<file path="config.mk">
export PLATFORM = sky130hd
export DESIGN_NAME = load_issue_arb
export DESIGN_NICKNAME = d
export VERILOG_FILES = /design/src/rtl/load_issue_arb.sv
export SDC_FILE = /design/constraint.sdc
export NUM_CORES = 1
export LEC_CHECK = 0
export BUFFER_PORTS_ARGS = -buffer_cell sky130_fd_sc_hd__buf_4
export CORE_AREA = 2 2 221 223
export DETAILED_ROUTE_END_ITERATION = 10
export DIE_AREA = 0 0 223 225
export HOLD_SLACK_MARGIN = 0.06
export SETUP_SLACK_MARGIN = 0.3
export SLEW_MARGIN = 20
export SYNTH_ARGS = -nofsm -noshare
export SYNTH_HDL_FRONTEND = slang
export SYNTH_SLANG_ARGS = --single-unit
export TNS_END_PERCENT = 50
</file>
<file path="constraint.sdc">
create_clock -name clk -period 14 [get_ports clk]
set_input_delay 2.1 -clock clk [delete_from_list [all_inputs] [get_ports clk]]
set_output_delay 2.1 -clock clk [all_outputs]
set_load 0.02 [all_outputs]
</file>
<file path="src/rtl/load_issue_arb.sv">
// load_issue_arb: shares the operand-load issue port among NUM_REQ issue queues.
// Picks one ready uop per cycle, oldest-first by sequence number, and
// registers it into a one-entry output slot. A per-requester wait counter
// forces a grant to a queue that has been passed over too long. Branch
// invalidation kills younger requests and the held slot.
module load_issue_arb #(
   parameter int NUM_REQ    = 4,
   parameter int UOP_W      = 101,
   parameter int SQN_W      = 7,
   parameter int STARVE_LIM = 7
) (
   input  logic                         clk,
   input  logic                         rst,
   input  logic [NUM_REQ-1:0]           IN_reqValid,
   input  logic [NUM_REQ*SQN_W-1:0]     IN_reqSqN,
   input  logic [NUM_REQ*UOP_W-1:0]     IN_reqUop,
   output logic [NUM_REQ-1:0]           OUT_reqAck,
   input  logic                         IN_stall,
   input  logic                         IN_invalidate,
   input  logic [SQN_W-1:0]             IN_invalidateSqN,
   output logic                         OUT_uopValid,
   output logic [UOP_W-1:0]             OUT_uop,
   output logic [SQN_W-1:0]             OUT_sqN,
   output logic [$clog2(NUM_REQ)-1:0]   OUT_grantIdx
);

   localparam int IDX_W = $clog2(NUM_REQ);
   localparam logic [3:0] LIM = 4'(STARVE_LIM);

   // a is older than b when (a - b) is negative in SQN_W-bit arithmetic,
   // which keeps the ordering correct across sequence-number wrap-around
   function automatic logic f_older(input logic [SQN_W-1:0] a, input logic [SQN_W-1:0] b);
      logic [SQN_W-1:0] d;
      d = a - b;
      return d[SQN_W-1];
   endfunction

   // a uop is killed when it is strictly younger than the flush point;
   // equal sqN survives
   function automatic logic f_killed(input logic inv, input logic [SQN_W-1:0] sqn,
                                     input logic [SQN_W-1:0] inv_sqn);
      logic [SQN_W-1:0] d;
      d = sqn - inv_sqn;
      return inv && !d[SQN_W-1] && (d != '0);
   endfunction

   logic [SQN_W-1:0] w_req_sqn [NUM_REQ];
   logic [UOP_W-1:0] w_req_uop [NUM_REQ];
   logic [NUM_REQ-1:0] w_eligible;
   logic [NUM_REQ-1:0] w_starved;
   logic [3:0]       r_wait_cnt [NUM_REQ];

   logic             r_valid;
   logic [UOP_W-1:0] r_uop;
   logic [SQN_W-1:0] r_sqn;
   logic [IDX_W-1:0] r_idx;

   logic             w_accept;
   logic             w_slot_killed;
   logic             w_starve_found;
   logic [IDX_W-1:0] w_starve_idx;
   logic             w_age_found;
   logic [IDX_W-1:0] w_age_idx;
   logic [SQN_W-1:0] w_age_sqn;
   logic             w_win_valid;
   logic [IDX_W-1:0] w_win_idx;
   logic [NUM_REQ-1:0] w_ack;

   // unpack per-requester fields and qualify each request
   for (genvar gi = 0; gi < NUM_REQ; gi++) begin : g_req
      assign w_req_sqn[gi]  = IN_reqSqN[gi*SQN_W +: SQN_W];
      assign w_req_uop[gi]  = IN_reqUop[gi*UOP_W +: UOP_W];
      assign w_eligible[gi] = IN_reqValid[gi] &&
                              !f_killed(IN_invalidate, w_req_sqn[gi], IN_invalidateSqN);
      assign w_starved[gi]  = (r_wait_cnt[gi] == LIM);
   end

   // the slot can take a new uop when empty or being drained this cycle
   assign w_accept      = !r_valid || !IN_stall;
   assign w_slot_killed = r_valid && f_killed(IN_invalidate, r_sqn, IN_invalidateSqN);

   // winner selection: lowest starved index first, otherwise oldest sqN
   // with ties going to the lowest index
   always_comb begin
      w_starve_found = 1'b0;
      w_starve_idx   = '0;
      w_age_found    = 1'b0;
      w_age_idx      = '0;
      w_age_sqn      = '0;
      for (int i = NUM_REQ - 1; i >= 0; i--) begin
         if (w_eligible[i] && w_starved[i]) begin
            w_starve_found = 1'b1;
            w_starve_idx   = IDX_W'(i);
         end
      end
      for (int i = 0; i < NUM_REQ; i++) begin
         if (w_eligible[i] && (!w_age_found || f_older(w_req_sqn[i], w_age_sqn))) begin
            w_age_found = 1'b1;
            w_age_idx   = IDX_W'(i);
            w_age_sqn   = w_req_sqn[i];
         end
      end
      w_win_valid = w_starve_found || w_age_found;
      w_win_idx   = w_starve_found ? w_starve_idx : w_age_idx;
   end

   // one-hot acknowledge for the winner, suppressed while reset is held
   always_comb begin
      w_ack = '0;
      if (rst && w_accept && w_win_valid) begin
         w_ack[w_win_idx] = 1'b1;
      end
   end

   assign OUT_reqAck = w_ack;

   // per-requester wait counters; a killed but still valid request keeps counting
   always_ff @(posedge clk or negedge rst) begin
      if (!rst) begin
         for (int i = 0; i < NUM_REQ; i++) r_wait_cnt[i] <= '0;
      end else begin
         for (int i = 0; i < NUM_REQ; i++) begin
            if (!IN_reqValid[i] || w_ack[i]) begin
               r_wait_cnt[i] <= '0;
            end else if (r_wait_cnt[i] != LIM) begin
               r_wait_cnt[i] <= r_wait_cnt[i] + 4'd1;
            end
         end
      end
   end

   // output slot: load winner, drain, drop when killed under stall, or hold
   always_ff @(posedge clk or negedge rst) begin
      if (!rst) begin
         r_valid <= 1'b0;
         r_uop   <= '0;
         r_sqn   <= '0;
         r_idx   <= '0;
      end else if (w_accept) begin
         r_valid <= w_win_valid;
         if (w_win_valid) begin
            r_uop <= w_req_uop[w_win_idx];
            r_sqn <= w_req_sqn[w_win_idx];
            r_idx <= w_win_idx;
         end
      end else if (w_slot_killed) begin
         r_valid <= 1'b0;
      end
   end

   assign OUT_uopValid = r_valid;
   assign OUT_uop      = r_uop;
   assign OUT_sqN      = r_sqn;
   assign OUT_grantIdx = r_idx;

endmodule

</file>
==> run_results.csv <==
group,metric,value,unit
clocking,clk_pin_slew,0.06,ns
layout,mostFrequentLayoutCell,"buf_4",
grt,grt_pass1_wl,65100,um
grt,grt_pass1_vias,10700,
worst_setup_path,r2r-end,"OUT_uop[92]",
worst_setup_path,critPathBufInv,5,
clocking,cts_buffers,17,
sta,fin_worst_skew,0.0178,ns
die,core.rowCount,80,
drt,wl_met3,2530,um
power,design_power_total,2.56,mW
power,clockPowerShare,17.0,%
worst_setup_path,r2r_slack,9.96,ns
die,boundaryPins,562,
sta,tightest_slew,0.856,ns
power,p_per_area,168,nW/um2
power,switchingPower,1.15,mW
layout,fin_util,32.1,%
worst_setup_path,end_kind,"output pin",
power,switching_share,44.8,%
layout,fin_cells,2169,
drt,wl_met1,17700,um
sta,maxSlewViolCount,0,
drt,top_layer_used,"met5",
logic_synthesis,syn_area_per_cell,9.80,um2
layout,antennaDiodeCount,0,
logic_synthesis,syn_inst,1015,
sta,min_period_over_period,91.2,%
sta,relSlewSlack,42.9,%
sta,final.setup.tns,0,ns
logic_synthesis,synth_ff_type,"dfrtp_1",
run,drv_cap,0,
clocking,htree_levels,4,
layout,drive_gt1_share,41.2,%
sta,finalWorstSetupSlack,1.24,ns
power,seqPwrFrac,25.3,%
logic_synthesis,ys_seq_elements,127,
clocking,cts_buffer_depth,2,
logic_synthesis,yosysUniqueCellTypes,69,
grt,track_usage,17.3,%
logic_synthesis,async_reset_ff_share,100,%
sta,hold_viol,0,
drt,drt_iter0_markers,529,
placed_design,gp_routability_congestion,0.908,
placed_design,place_ws,0.922,ns
sta,setup_viol,0,
layout,multiInputGateArea,6320,um2
logic_synthesis,syn_area,9950,um2
die,fp.dieH,225,um
logic_synthesis,synth-edff-count,0,
layout,ff_latch_area,3180,um2
die,initial_core_util,20.9,%
sta,max_freq,78.4,MHz
power,internal_power,1.41,mW
sta,finalCriticalPeriod,12.76,ns
placed_design,dp_cells,2137,
worst_setup_path,slowest_delay,0.42,ns
grt,grt_max_degree,113,
layout,synthToLayoutAreaGrowth,53.5,%
drt,via_per_inst,4.74,
worst_hold_path,min_to,"OUT_grantIdx[0]",
drt,antenna_left,0,
status,status,"completed",
logic_synthesis,ys_seq_area_share,31.9,%
sta,rsz0062_at_grt,"no",
layout,final_cell_mix,"570 x buf_4, 226 x mux2i_1, 138 x nand2_1",
die,dieArea,50200,um2
drt,num_vias,10300,
logic_synthesis,syn_nets,1516,
worst_setup_path,worstPathRequired,11.90,ns
power,power_frac_comb,57.7,%
power,leakagePower,7.51,nW
die,core,47500,um2
placed_design,portBuffers,561,
worst_setup_path,critPathTopFamily,"compound AO/OA/AOI/OAI gates",
clocking,clock_latency,0.47,ns
clocking,cts_tree,"done",
worst_setup_path,arrival,10.66,ns
clocking,clock-sinks,127,
logic_synthesis,synth-warning-count,0,
drt,drtPass1Iterations,6,
clocking,cts-root-buf,"clkbuf_16",
placed_design,hpwlAfterDp,35700,um
grt,overflow,0,
drt,drc_errors,0,
layout,fin_nets,2042,
die,die_x,223,um
grt,antenna_found_initial,2,
worst_hold_path,hp-start,"OUT_grantIdx[0]",
drt,finalWirelength,44500,um
drt,wl_per_cell,20.5,um
worst_hold_path,hp-class,"register to register",
worst_setup_path,cp-start-kind,"input port",
worst_setup_path,critPathKind,"input port to output pin",
worst_hold_path,holdPathStages,2,
drt,wl_met2,22900,um
worst_setup_path,timing.rr.start,"r_wait_cnt[4]",
worst_setup_path,crit_fanout,15,
worst_setup_path,crit_path_top_delay_cell,"or3_1",
worst_setup_path,reg2reg_depth,12,
power,vdd_drop_max,0.100,mV
layout,fill_cells,4965,
[through the flow]
stage	hold WS (ns)	cell area [um2]
2_1_floorplan	0.513	9950
3_3_place_gp	0.465	14700
3_5_place_dp	0.469	14700
4_1_cts	0.485	15300
5_1_grt	0.513	15300
6_report	0.482	15300
[area by class of cell]
type / count / share of cell area [%]
clock inverter: 13 / 0.745
sequential: 127 / 20.8
multi-input combinational: 789 / 41.4
clock buffer: 19 / 2.90
tap: 615 / 5.04
inverter: 33 / 0.811
timing repair buffer: 573 / 28.4
[cell families (layout without fill, tap and decap cells)]
| logic type | Yosys count | after routing | share of synthesized area (%) |
|---|---|---|---|
| DFF | 127 | 127 | 31.9 |
| AOI/OAI and AO/OA | 226 | 226 | 19.3 |
| adders and majority gates | 54 | 54 | 7.17 |
| muxes | 227 | 227 | 22.9 |
| xor gates and xnor gates | 26 | 26 | 2.29 |
| buffers and inverters | 99 | 638 | 4.98 |
| and+or+nand+nor | 256 | 256 | 11.5 |
[sequential cells by signal, summed over array words and instances, names as in the netlist]
signal        count
OUT_sqN           7
OUT_grantIdx      2
r_wait_cnt       16
OUT_uop         101
OUT_uopValid      1
[cells in the mapped netlist, types with 2 or more instances]
| master | n | area [um2] |
|---|---|---|
| and4_1 | 3 | 26.3 |
| o221ai_2 | 20 | 300 |
| o21a_1 | 5 | 37.5 |
| nor3b_1 | 2 | 15.0 |
| nor3_1 | 11 | 55.1 |
| nor2_1 | 49 | 184 |
| a311oi_1 | 2 | 17.5 |
| nand4_1 | 3 | 18.8 |
| clkbuf_1 | 31 | 116 |
| and2_1 | 5 | 31.3 |
| dfrtp_1 | 127 | 3180 |
| nand3_1 | 14 | 70.1 |
| or3_1 | 2 | 12.5 |
| a21o_1 | 8 | 60.1 |
| mux2i_1 | 226 | 2260 |
| o221ai_1 | 91 | 797 |
| o21bai_1 | 3 | 22.5 |
| xor2_1 | 13 | 114 |
| xnor2_1 | 13 | 114 |
| buf_4 | 17 | 128 |
| a21boi_0 | 2 | 15.0 |
| nor2b_1 | 6 | 37.5 |
| ha_1 | 49 | 613 |
| o31ai_1 | 6 | 45.0 |
| fa_1 | 5 | 100 |
| a21oi_1 | 31 | 155 |
| a31o_2 | 3 | 26.3 |
| a211o_1 | 3 | 26.3 |
| a31oi_1 | 2 | 12.5 |
| and3b_1 | 2 | 17.5 |
| o2111ai_1 | 3 | 26.3 |
| nand2b_1 | 12 | 75.1 |
| o21ai_0 | 22 | 110 |
| buf_2 | 12 | 60.1 |
| inv_1 | 33 | 124 |
| nand3b_1 | 3 | 22.5 |
| nand2_1 | 138 | 518 |
| buf_6 | 6 | 67.6 |
| a221oi_1 | 2 | 17.5 |
[layer usage]
| metal | GRT usage [%] | vias to the layer above |
|---|---|---|
| met5 | 0 | - |
| met4 | 7.73 | 4 |
| met3 | 3.91 | 76 |
| met2 | 30.5 | 384 |
| met1 | 20.0 | 4912 |
| li1 | - | 4905 |
[worst register-to-register path: stages (launching register included)]
cell and delay, ns:
dfrtp_1 0.39, ha_1 0.23, nand3b_1 0.17, nor2_1 0.23, inv_1 0.13, nand2_1 0.12
nor4_4 0.06, o31ai_2 0.31, and2_4 0.21, buf_12 0.55, buf_4 0.92, mux2i_1 0.43
o221ai_1 0.16
[timing repair]
action | 4_1_cts | 5_1_grt
gates resized for setup | 0 | 2
setup buffers | 0 | 0
hold buffers | 0 | 0
setup endpoints to repair | 0 | 4
[power groups by stage]
stage          Sequential (mW)  Clock, mW  Combinational, mW
2_1_floorplan            0.816          0              0.704
3_3_place_gp             0.649          0               1.48
3_5_place_dp             0.653          0               1.49
4_1_cts                  0.648      0.452               1.49
5_1_grt                  0.669      0.463               1.58
6_report                 0.648      0.437               1.48
[worst max-delay path by stage]
stage                              from             to  cells after the start
finish                     IN_reqSqN[0]  OUT_reqAck[2]                     46
detailed placement         IN_reqSqN[0]  OUT_reqAck[2]                     46
global placement    IN_invalidateSqN[4]  OUT_reqAck[2]                     44
floorplan                  IN_reqSqN[0]  OUT_reqAck[2]                     48
CTS                        IN_reqSqN[0]  OUT_reqAck[2]                     46
global route               IN_reqSqN[0]  OUT_reqAck[2]                     46
Note: power is estimated with default switching activity, not from simulation.
